<file path="src/rtl/ret_rob_sched_if.sv">
// Bus bundle for the per-parent return reorder scheduler.
// master drives allocs/returns/pops; slave is the scheduler.
interface ret_rob_sched_if #(
  parameter int PARENT     = 4,
  parameter int LOG_PARENT = (PARENT == 1) ? 1 : $clog2(PARENT),
  parameter int DEPTH      = 8,
  parameter int SEQ_W      = $clog2(DEPTH),
  parameter int DW         = 34
);
  logic                  alloc_vld_i;
  logic [LOG_PARENT-1:0] alloc_parent_i;
  logic                  alloc_rdy_o;
  logic [SEQ_W-1:0]      alloc_seq_o;
  logic                  ret_vld_i;
  logic [LOG_PARENT-1:0] ret_parent_i;
  logic [SEQ_W-1:0]      ret_seq_i;
  logic [DW-1:0]         ret_data_i;
  logic [PARENT-1:0]     parent_empty_n_o;
  logic [DW-1:0]         parent_dout_o [PARENT];
  logic [PARENT-1:0]     parent_pop_i;
  logic                  ret_err_o;

  modport master (
    output alloc_vld_i, alloc_parent_i,
    input  alloc_rdy_o, alloc_seq_o,
    output ret_vld_i, ret_parent_i,
    output ret_seq_i, ret_data_i,
    input  parent_empty_n_o, parent_dout_o,
    output parent_pop_i,
    input  ret_err_o
  );

  modport slave (
    input  alloc_vld_i, alloc_parent_i,
    output alloc_rdy_o, alloc_seq_o,
    input  ret_vld_i, ret_parent_i,
    input  ret_seq_i, ret_data_i,
    output parent_empty_n_o, parent_dout_o,
    input  parent_pop_i,
    output ret_err_o
  );
endinterface

</file>
<file path="src/rtl/ret_rob_sched.sv">
// Per-parent return reorder scheduler: releases child
// returns to each parent strictly in call-issue order.
module ret_rob_sched #(
  parameter int PARENT     = 4,
  parameter int LOG_PARENT = (PARENT == 1) ? 1 : $clog2(PARENT),
  parameter int DEPTH      = 8,
  parameter int SEQ_W      = $clog2(DEPTH),
  parameter int DW         = 34
) (
  input  logic          clk,
  input  logic          rstn,
  ret_rob_sched_if.slave bus
);
  localparam logic [SEQ_W:0] FULL = (SEQ_W+1)'(DEPTH);

  logic [SEQ_W:0]    cnt_q [PARENT];
  logic [SEQ_W:0]    cnt_d [PARENT];
  logic [SEQ_W-1:0]  wp_q  [PARENT];
  logic [SEQ_W-1:0]  wp_d  [PARENT];
  logic [SEQ_W-1:0]  hp_q  [PARENT];
  logic [SEQ_W-1:0]  hp_d  [PARENT];
  logic [DEPTH-1:0]  al_q  [PARENT];
  logic [DEPTH-1:0]  al_d  [PARENT];
  logic [DEPTH-1:0]  fl_q  [PARENT];
  logic [DEPTH-1:0]  fl_d  [PARENT];
  logic [DW-1:0]     mem   [PARENT][DEPTH];
  logic [DW-1:0]     od_q  [PARENT];
  logic [DW-1:0]     od_d  [PARENT];
  logic [PARENT-1:0] ov_q;
  logic [PARENT-1:0] ov_d;
  logic [PARENT-1:0] free;
  logic [PARENT-1:0] rel;
  logic [PARENT-1:0] afire;
  logic [PARENT-1:0] rfire;
  logic              alloc_fire;
  logic              ret_ok;
  logic              err_q;
  logic              err_d;

  assign bus.alloc_rdy_o =
    cnt_q[bus.alloc_parent_i] < FULL;
  assign bus.alloc_seq_o = wp_q[bus.alloc_parent_i];
  assign alloc_fire =
    bus.alloc_vld_i & bus.alloc_rdy_o;

  // Only an allocated, still-empty slot may take a return.
  assign ret_ok = bus.ret_vld_i
    & al_q[bus.ret_parent_i][bus.ret_seq_i]
    & ~fl_q[bus.ret_parent_i][bus.ret_seq_i];
  assign err_d = bus.ret_vld_i & ~ret_ok;

  always_comb begin
    for (int p = 0; p < PARENT; p++) begin
      al_d[p]  = al_q[p];
      fl_d[p]  = fl_q[p];
      wp_d[p]  = wp_q[p];
      hp_d[p]  = hp_q[p];
      cnt_d[p] = cnt_q[p];
      ov_d[p]  = ov_q[p];
      od_d[p]  = od_q[p];
      afire[p] = alloc_fire &
        (bus.alloc_parent_i == LOG_PARENT'(p));
      rfire[p] = ret_ok &
        (bus.ret_parent_i == LOG_PARENT'(p));
      free[p] = ~ov_q[p] | bus.parent_pop_i[p];
      rel[p]  = free[p] & fl_q[p][hp_q[p]];
      if (afire[p]) begin
        al_d[p][wp_q[p]] = 1'b1;
        wp_d[p] = wp_q[p] + 1'b1;
      end
      if (rfire[p])
        fl_d[p][bus.ret_seq_i] = 1'b1;
      if (rel[p]) begin
        al_d[p][hp_q[p]] = 1'b0;
        fl_d[p][hp_q[p]] = 1'b0;
        hp_d[p] = hp_q[p] + 1'b1;
        ov_d[p] = 1'b1;
        od_d[p] = mem[p][hp_q[p]];
      end else if (free[p]) begin
        ov_d[p] = 1'b0;
      end
      case ({afire[p], rel[p]})
        2'b10:   cnt_d[p] = cnt_q[p] + 1'b1;
        2'b01:   cnt_d[p] = cnt_q[p] - 1'b1;
        default: cnt_d[p] = cnt_q[p];
      endcase
    end
  end

  always_ff @(posedge clk or negedge rstn) begin
    if (!rstn) begin
      for (int p = 0; p < PARENT; p++) begin
        cnt_q[p] <= '0;
        wp_q[p]  <= '0;
        hp_q[p]  <= '0;
        al_q[p]  <= '0;
        fl_q[p]  <= '0;
        od_q[p]  <= '0;
      end
      ov_q  <= '0;
      err_q <= 1'b0;
    end else begin
      for (int p = 0; p < PARENT; p++) begin
        cnt_q[p] <= cnt_d[p];
        wp_q[p]  <= wp_d[p];
        hp_q[p]  <= hp_d[p];
        al_q[p]  <= al_d[p];
        fl_q[p]  <= fl_d[p];
        od_q[p]  <= od_d[p];
      end
      ov_q  <= ov_d;
      err_q <= err_d;
    end
  end

  // Payload store needs no reset: filled bits gate every read.
  always_ff @(posedge clk) begin
    for (int p = 0; p < PARENT; p++)
      if (rfire[p])
        mem[p][bus.ret_seq_i] <= bus.ret_data_i;
  end

  assign bus.parent_empty_n_o = ov_q;
  assign bus.ret_err_o        = err_q;

  for (genvar g = 0; g < PARENT; g++) begin : g_out
    assign bus.parent_dout_o[g] = od_q[g];
  end
endmodule
</file>
<file path="src/flat_wrapper.sv">
// flat-port wrapper written by rule: the top's interface ports become plain ports
module ret_rob_sched_flat 
#(
  parameter int PARENT     = 4,
  parameter int LOG_PARENT = (PARENT == 1) ? 1 : $clog2(PARENT),
  parameter int DEPTH      = 8,
  parameter int SEQ_W      = $clog2(DEPTH),
  parameter int DW         = 34
)
  (clk, rstn, bus_alloc_vld_i, bus_alloc_parent_i, bus_alloc_rdy_o, bus_alloc_seq_o, bus_ret_vld_i, bus_ret_parent_i, bus_ret_seq_i, bus_ret_data_i, bus_parent_empty_n_o, bus_parent_dout_o, bus_parent_pop_i, bus_ret_err_o);
  ret_rob_sched_if #(.PARENT(PARENT), .LOG_PARENT(LOG_PARENT), .DEPTH(DEPTH), .SEQ_W(SEQ_W), .DW(DW)) bus_i ();
  input  logic clk;
  input  logic rstn;
  input wire logic [$bits(bus_i.alloc_vld_i)-1:0] bus_alloc_vld_i;
  input wire logic [$bits(bus_i.alloc_parent_i)-1:0] bus_alloc_parent_i;
  output wire logic [$bits(bus_i.alloc_rdy_o)-1:0] bus_alloc_rdy_o;
  output wire logic [$bits(bus_i.alloc_seq_o)-1:0] bus_alloc_seq_o;
  input wire logic [$bits(bus_i.ret_vld_i)-1:0] bus_ret_vld_i;
  input wire logic [$bits(bus_i.ret_parent_i)-1:0] bus_ret_parent_i;
  input wire logic [$bits(bus_i.ret_seq_i)-1:0] bus_ret_seq_i;
  input wire logic [$bits(bus_i.ret_data_i)-1:0] bus_ret_data_i;
  output wire logic [$bits(bus_i.parent_empty_n_o)-1:0] bus_parent_empty_n_o;
  output wire logic [$bits(bus_i.parent_dout_o)-1:0] bus_parent_dout_o;
  input wire logic [$bits(bus_i.parent_pop_i)-1:0] bus_parent_pop_i;
  output wire logic [$bits(bus_i.ret_err_o)-1:0] bus_ret_err_o;
  assign bus_i.alloc_vld_i = bus_alloc_vld_i;
  assign bus_i.alloc_parent_i = bus_alloc_parent_i;
  assign bus_alloc_rdy_o = bus_i.alloc_rdy_o;
  assign bus_alloc_seq_o = bus_i.alloc_seq_o;
  assign bus_i.ret_vld_i = bus_ret_vld_i;
  assign bus_i.ret_parent_i = bus_ret_parent_i;
  assign bus_i.ret_seq_i = bus_ret_seq_i;
  assign bus_i.ret_data_i = bus_ret_data_i;
  assign bus_parent_empty_n_o = bus_i.parent_empty_n_o;
  assign bus_parent_dout_o = {>>{bus_i.parent_dout_o}};
  assign bus_i.parent_pop_i = bus_parent_pop_i;
  assign bus_ret_err_o = bus_i.ret_err_o;
  ret_rob_sched #(.PARENT(PARENT), .LOG_PARENT(LOG_PARENT), .DEPTH(DEPTH), .SEQ_W(SEQ_W), .DW(DW)) u_core (.clk(clk), .rstn(rstn), .bus(bus_i));
endmodule
</file>
<file path="config.mk">
export PLATFORM = sky130hd
export DESIGN_NAME = ret_rob_sched_flat
export DESIGN_NICKNAME = d
export VERILOG_FILES = /design/src/rtl/ret_rob_sched_if.sv /design/src/rtl/ret_rob_sched.sv /design/src/flat_wrapper.sv
export SDC_FILE = /design/constraint.sdc
export NUM_CORES = 2
export LEC_CHECK = 0
export BUFFER_PORTS_ARGS = -buffer_cell sky130_fd_sc_hd__buf_2
export CAP_MARGIN = 20
export CORE_MARGIN = 2
export CORE_UTILIZATION = 45
export DETAILED_ROUTE_END_ITERATION = 8
export GPL_TIMING_DRIVEN = 0
export SKIP_LAST_GASP = 1
export SYNTH_ARGS = -nofsm -noshare
export SYNTH_HDL_FRONTEND = slang
export SYNTH_SLANG_ARGS = --single-unit
</file>
<file path="constraint.sdc">
create_clock -name clk -period 7.18 [get_ports clk]
set_input_delay 1.436 -clock clk [delete_from_list [all_inputs] [get_ports clk]]
set_output_delay 1.436 -clock clk [all_outputs]
set_load 0.02 [all_outputs]
</file>
After elaboration in Yosys (flattened, before gate mapping). Memory sizes are Yosys's and may differ from the RTL's. Cells that the tools add are included.

RAM bits: 1088. Memories kept: 1. Output and inout bits: 145. Register bits after elaboration: 245. Bits of input ports: 49. Word-level logic and storage cells: 264.

Muxes and demuxes: 101. Order comparisons: 27. Bitwise operators: 53. $add $sub $neg: 16. Reduce and logical (&&, ||, !) cells: 23. Equality and inequality tests: 14.

Memories: u_core.mem (words 4, bits a word 272, rd ports 4, clocked after Yosys merged registers in 0, wr ports 1, RTL line ret_rob_sched.sv:26) `logic [DW-1:0] mem [PARENT][DEPTH];`.

Operator list (number): $mux W272 (10); $reduce_or A272 Y1 (3); $bmux W34 S3 (4); $mux W34 (9); $mux W8 (20); $demux W34 S3 (1); $and A8 B8 Y8 (8); $or A8 B8 Y8 (8); $lt A3 B4 Y1 const B (9); $bmux W8 S2 (2); $not A8 Y8 (4); $pmux W4 S2 (4); $demux W1 S3 (9); $ge A3 B1 Y1 const B (9); $mux W1 (27); $add A3 B1 Y3 const B (8); $ge A4 B4 Y1 const B (5); $not A3 Y4 (5); $bmux W1 S3 (6); $add A4 B1 Y4 const B (4); $and A1 B1 Y1 (16); $eq A2 B2 Y1 const B (8); $reduce_bool A2 Y1 (8); $sub A4 B1 Y4 const B (4); 14 further kinds (43).

Logic depth before layout (Yosys ltp).
Depth after elaboration: 15. Mapped depth: 14. Gate-level depth less buffers: 11.

Worst setup path before layout. Ideal clock, no wire load.

Path kind: input port to flip-flop. From: input port bus_ret_parent_i[1]. To: memory u_core.mem[0][204] in the netlist's numbering, enable pin. Setup time: 0.514 ns. Required time: 6.666 ns. Setup slack: 0.399 ns. Buffers on the path: 2. Stages: 7. Data arrival time: 6.267 ns. Cell sequence: buf_6 mux4_2 nand2b_1 o311ai_1 or4_4 buf_6 nor4_1.

Cells in the longest elaborated chain, start to end: 15. Elaborated cells between the ends (all ways): 39. Those cells by class: eq/ne (3); mux (24); bitwise (8); reduce/logical (4).

Ends and longest elaborated chain: start, declared (RTL line flat_wrapper.sv:19) `input wire logic [$bits(bus_i.ret_parent_i)-1:0] bus_ret_parent_i;`; $not A2 Y3 (not written as such) (RTL line ret_rob_sched.sv:48, ret_rob_sched.sv:49); $bmux W8 S2 (on tied branches) (RTL line ret_rob_sched.sv:48, ret_rob_sched.sv:49); $mux W8 (on tied branches) (2 in series) (RTL line ret_rob_sched.sv:48, ret_rob_sched.sv:49); $bmux W1 S3 (on tied branches) (RTL line ret_rob_sched.sv:48, ret_rob_sched.sv:49); $mux W1 (on tied branches) (RTL line ret_rob_sched.sv:48, ret_rob_sched.sv:49); $and A1 B1 Y1 or $not A1 Y1 (tied branches) (RTL line ret_rob_sched.sv:48, ret_rob_sched.sv:49); $and A1 B1 Y1 (RTL line ret_rob_sched.sv:49) `& ~fl_q[bus.ret_parent_i][bus.ret_seq_i];`; $and A1 B1 Y1 (RTL line ret_rob_sched.sv:63) `rfire[p] = ret_ok &`; $mux W1 (RTL line ret_rob_sched.sv:119) `if (rfire[p])`; $mux W272 (not written as such) (RTL line ret_rob_sched.sv:120) `mem[p][bus.ret_seq_i] <= bus.ret_data_i;`; $reduce_or A272 Y1 (no source line); $mux W2 (no source line) or $mux W272 (tied branches) (3 in series); end, declared (RTL line ret_rob_sched.sv:26).

Several ways; a longest one is shown, not always the timed one. The select of a mux whose other input is x is not followed.

Worst setup path in the final report.
From: input port bus_ret_seq_i[2]. To: memory u_core.mem[3][99] in the netlist's numbering, enable pin.

Cells in the longest elaborated chain, start to end: 11. Elaborated cells between the ends (all ways): 34. Those cells by class: order compare (2); mux (20); bitwise (8); reduce/logical (4).

Ends and longest elaborated chain: start, declared (RTL line flat_wrapper.sv:20) `input wire logic [$bits(bus_i.ret_seq_i)-1:0] bus_ret_seq_i;`; $bmux W1 S3 (on tied branches) (RTL line ret_rob_sched.sv:48, ret_rob_sched.sv:49); $mux W1 (on tied branches) (RTL line ret_rob_sched.sv:48, ret_rob_sched.sv:49); $and A1 B1 Y1 or $not A1 Y1 (tied branches) (RTL line ret_rob_sched.sv:48, ret_rob_sched.sv:49); $and A1 B1 Y1 (RTL line ret_rob_sched.sv:49); $and A1 B1 Y1 (RTL line ret_rob_sched.sv:63); $mux W1 (RTL line ret_rob_sched.sv:119); $mux W272 (not written as such) (RTL line ret_rob_sched.sv:120); $reduce_or A272 Y1 (no source line); $mux W2 (no source line) or $mux W272 (tied branches) (3 in series).

Several ways; a longest one is shown, not always the timed one. The select of a mux whose other input is x is not followed.

==> results.md <==
- Outcome: complete, no violations
- Leak: 0.0205 µW
- Vias per inst: 5.67
- Reg2Reg Depth: 12
- Clk slew on worst S/H paths: 0.06 ns
- Largest fanout on the critical path: 20
- Peak VDD IR: 0.199 mV
- Worst path max stage delay: 0.75 ns
- Layout cells sized above 1: 26.3%
- Routability cong.: 0.903
- Drt pass-1 iters: 6
- PostCTS Resize Cnt: 0
- Critical Path AT: 5.11 ns
- Netlist cell types: 58
- Setup violators final: 0
- R2R setup slack: 2.92 ns
- Clock Power Share: 29.7%
- Synth async-reset ratio: 18.4%
- Max_cap viols: 0
- CTS Sinks: 1,333
- Hold Crit Start: u_core.cnt_q[15]
- ANT nets after route: 0
- Mapped Area: 0.0514 mm²
- Port Buf Inserts: 189
- CP Launch Type: primary input
- Die width: 342 µm
- Worst r2r src: u_core.hp_q[7]
- CTS tree: built
- Req. time, crit path: 7.61 ns
- Period utilization: 65.3%
- Synth Register Bits: 1,333
- P_sw: 7670 µW
- Initial Utilization: 45.5%
- Wire length per cell: 27.7 µm
- Cell taking the most area after synthesis: edfxtp_1
- Worst-skew pair later-pin latency: 0.74 ns
- Die ar.: 0.117 mm²
- Worst min-delay path category: reg2reg
- Overflow after GRT: 0
- Slowest-stage cell, CP: nor2_4
- CTS Buffer Depth: 3
- Num CTS Buffers: 139
- Core Util, Final: 53.2%
- Comb power frac: 29.9%
- Hold endpoint: u_core.cnt_q[15]
- Core ar.: 0.113 mm²
- WS Path Type: in2reg
- P_int: 16,200 µW
- Hold-fix buffers, CTS: 0
- DP HPWL: 84,000 µm
- Largest net degree at the start of global routing: 118
- Vias in the first global route: 27,796
- PwrDens: 397 mW/mm²
- Row Count: 123
- Die Span Y: 342 µm
- Unrepaired setup endpoints after global routing: no
- Relative slew slack: 29.8%
- Htree depth: 4
- Max Freq: 213 MHz
- Hold path cells: 1
- Synth Instances: 2,615
- Initial antenna violation count: 10
- Post-synth EDFFs: 1,088
- Slew Viols, Final: 0
- Reg power frac: 40.4%
- Synth Flop Type: edfxtp_1
- Critical Path End Type: flip-flop
- Ys Warns: 0
- Vias: 26,331
- Post-route DRC: 0
- Global-route wire length before repair: 187,000 µm
- Ports: 194
- Worst path cell trace: buf_2, or3_1, clkbuf_1, nand2b_1, o311ai_1, or4_4, buf_6, or3_1, clkbuf_1, nor2_4, buf_16
- Fin cells: 4,644
- Area Overhead vs Synth: 16.9%
- Final hold vios: 0
- Final WL: 129,000 µm
- Gr usage total: 22.3%
- Reg2reg end: u_core.cnt_q[11]
- Mean post-synth cell area: 19.7 µm²
- Share of the synthesized area in the top cell type: 63.6%
- Sequential share of the synthesized area: 75.5%
- Placed Cells: 4,384
- Post-layout min period: 4.69 ns
- # fillers: 8,939
- Detailed Route Iter0 Violations: 2,579
- Root buffer cell: clkbuf_16
- Slew @ Worst Pin: 1.05 ns
- Final #Nets: 3,095
- Switching Share: 32.2%
- Synth area leaders: edfxtp_1, mux4_2, dfrtp_1
- Synth Net Count: 2,684
- Clock skew: 0.0192 ns
- Post-CTS Setup Bufs: 0
==> logic make-up (layout without fill, tap and decap cells) <==
family	after synthesis	count (layout)	share of synthesized area (%)
mux	465	465	16.0
simple gates	341	341	3.16
compound gates	270	270	3.06
fa+ha+maj	20	20	0.487
other cells	0	1	0
xor+xnor	36	36	0.613
buf+inv	150	678	1.17
flops	1333	1333	75.5
==> metal layers <==
metal / vias up / share of wire, % / track usage [%]
li1: 11339 / - / -
met1: 13970 / 42 / 30.4
met2: 818 / 48 / 35.9
met3: 194 / 6.6 / 4.83
met4: 10 / 3.1 / 7.66
met5: - / 0.037 / 0
==> Yosys cell counts, types with 4 or more instances <==
cell       count
edfxtp_1    1088
mux4_2       285
dfrtp_1      245
nor2_1       187
a21oi_1      181
mux2i_1      167
clkbuf_1      93
nand2_1       47
buf_1         33
nor2b_1       25
xor2_1        22
a31oi_1       20
ha_1          20
xnor2_1       14
mux2_2        13
nand3_1       12
nand2b_1      11
nor4_2        11
a21o_1        10
buf_2          9
inv_1          9
or3_1          9
o21ai_0        7
and3_1         6
nor3_1         6
o21a_1         6
o22ai_1        6
a211oi_1       5
and2_1         5
nor4_1         5
o21ai_1        5
o21ai_2        4
o2bb2ai_1      4
o32ai_1        4
or2_2          4
==> final cells by class <==
cell class	count	area (µm²)	share of cell area, %
clock inverters	58	517	0.860
clock buffers	200	4010	6.67
diodes	1	2.50	0.00416
flip-flops and latches	1333	38800	64.6
well taps	1500	1880	3.12
inverters	10	37.5	0.0624
repair buffers	270	2050	3.41
plain buffers	140	563	0.937
multi-input cells	1132	12300	20.4
==> power by group through the flow <==
| stage | sequential (µW) | clock [µW] | combinational [µW] |
|---|---|---|---|
| floorplan | 10000 | 0 | 4470 |
| global placement | 9770 | 0 | 6990 |
| detailed placement | 9790 | 0 | 7220 |
| CTS | 9640 | 7220 | 7250 |
| global route | 9710 | 7540 | 7760 |
| finish | 9640 | 7080 | 7130 |
==> worst max path at each step <==
| stage | startpoint | end | slack [ns] |
|---|---|---|---|
| 6_report | bus_ret_seq_i[2] | u_core.mem[3][99] | 2.49 |
| 5_1_grt | bus_ret_parent_i[0] | u_core.mem[0][230] | 2.37 |
| 2_1_floorplan | bus_ret_parent_i[1] | u_core.mem[0][204] | 0.40 |
| 3_5_place_dp | bus_ret_seq_i[2] | u_core.mem[3][105] | 1.79 |
| 3_3_place_gp | bus_ret_parent_i[0] | u_core.mem[0][230] | -3.91 |
| 4_1_cts | u_core.hp_q[6] | u_core.cnt_q[11] | 2.47 |
==> cells in the final DEF, fill, tap and decap left out, types with 8 or more instances in the layout <==
| cell type | netlist | routed |
|---|---|---|
| nor2b_1 | 25 | 25 |
| nand2_1 | 47 | 47 |
| a21o_1 | 10 | 10 |
| edfxtp_1 | 1088 | 1088 |
| nor4_4 | 0 | 11 |
| bufinv_16 | 0 | 8 |
| mux2i_1 | 167 | 167 |
| clkinv_1 | 0 | 21 |
| nand2b_1 | 11 | 11 |
| nor2_4 | 0 | 16 |
| buf_1 | 33 | 33 |
| a31oi_1 | 20 | 20 |
| buf_4 | 3 | 26 |
| nand3_1 | 12 | 12 |
| xor2_1 | 22 | 22 |
| mux4_2 | 285 | 285 |
| clkbuf_1 | 93 | 132 |
| xnor2_1 | 14 | 14 |
| buf_12 | 0 | 11 |
| mux2_2 | 13 | 13 |
| inv_1 | 9 | 9 |
| or3_1 | 9 | 9 |
| buf_2 | 9 | 197 |
| buf_8 | 0 | 17 |
| clkbuf_8 | 0 | 15 |
| clkinv_2 | 0 | 16 |
| ha_1 | 20 | 20 |
| buf_6 | 2 | 26 |
| dfrtp_1 | 245 | 245 |
| nor2_1 | 187 | 171 |
| a21oi_1 | 181 | 180 |
| clkbuf_16 | 0 | 146 |
==> through the flow <==
| stage | setup WS (ns) | hold WS [ns] | area (µm²) | total power (µW) | TNS (ns) |
|---|---|---|---|---|---|
| final | 2.49 | 0.491 | 60100 | 23800 | 0 |
| after global placement | -3.91 | 0.478 | 54200 | 16800 | -836.85 |
| after floorplan | 0.399 | 0.449 | 51400 | 14500 | 0 |
| after global routing | 2.37 | 0.516 | 60100 | 25000 | 0 |
| after detailed placement | 1.79 | 0.481 | 55600 | 17000 | 0 |
| after CTS | 2.47 | 0.493 | 60100 | 24100 | 0 |
==> critical path: cells and delay by family <==
kind	cells	cell delay (ns)
AND/OR/NAND/NOR	5	1.97
buffers and inverters	5	1.52
AO/OA/AOI/OAI	1	0.14
==> flip-flops by register name, summed over array words and instances, names as in the netlist <==
name                         count
u_core.al_q                     32
u_core.fl_q                     32
u_core.hp_q                     12
u_core.mem                    1088
u_core.wp_q                     12
u_core.bus.parent_dout_o       136
u_core.cnt_q                    16
u_core.bus.ret_err_o             1
u_core.bus.parent_empty_n_o      4
(Power assumes the default switching activity.)
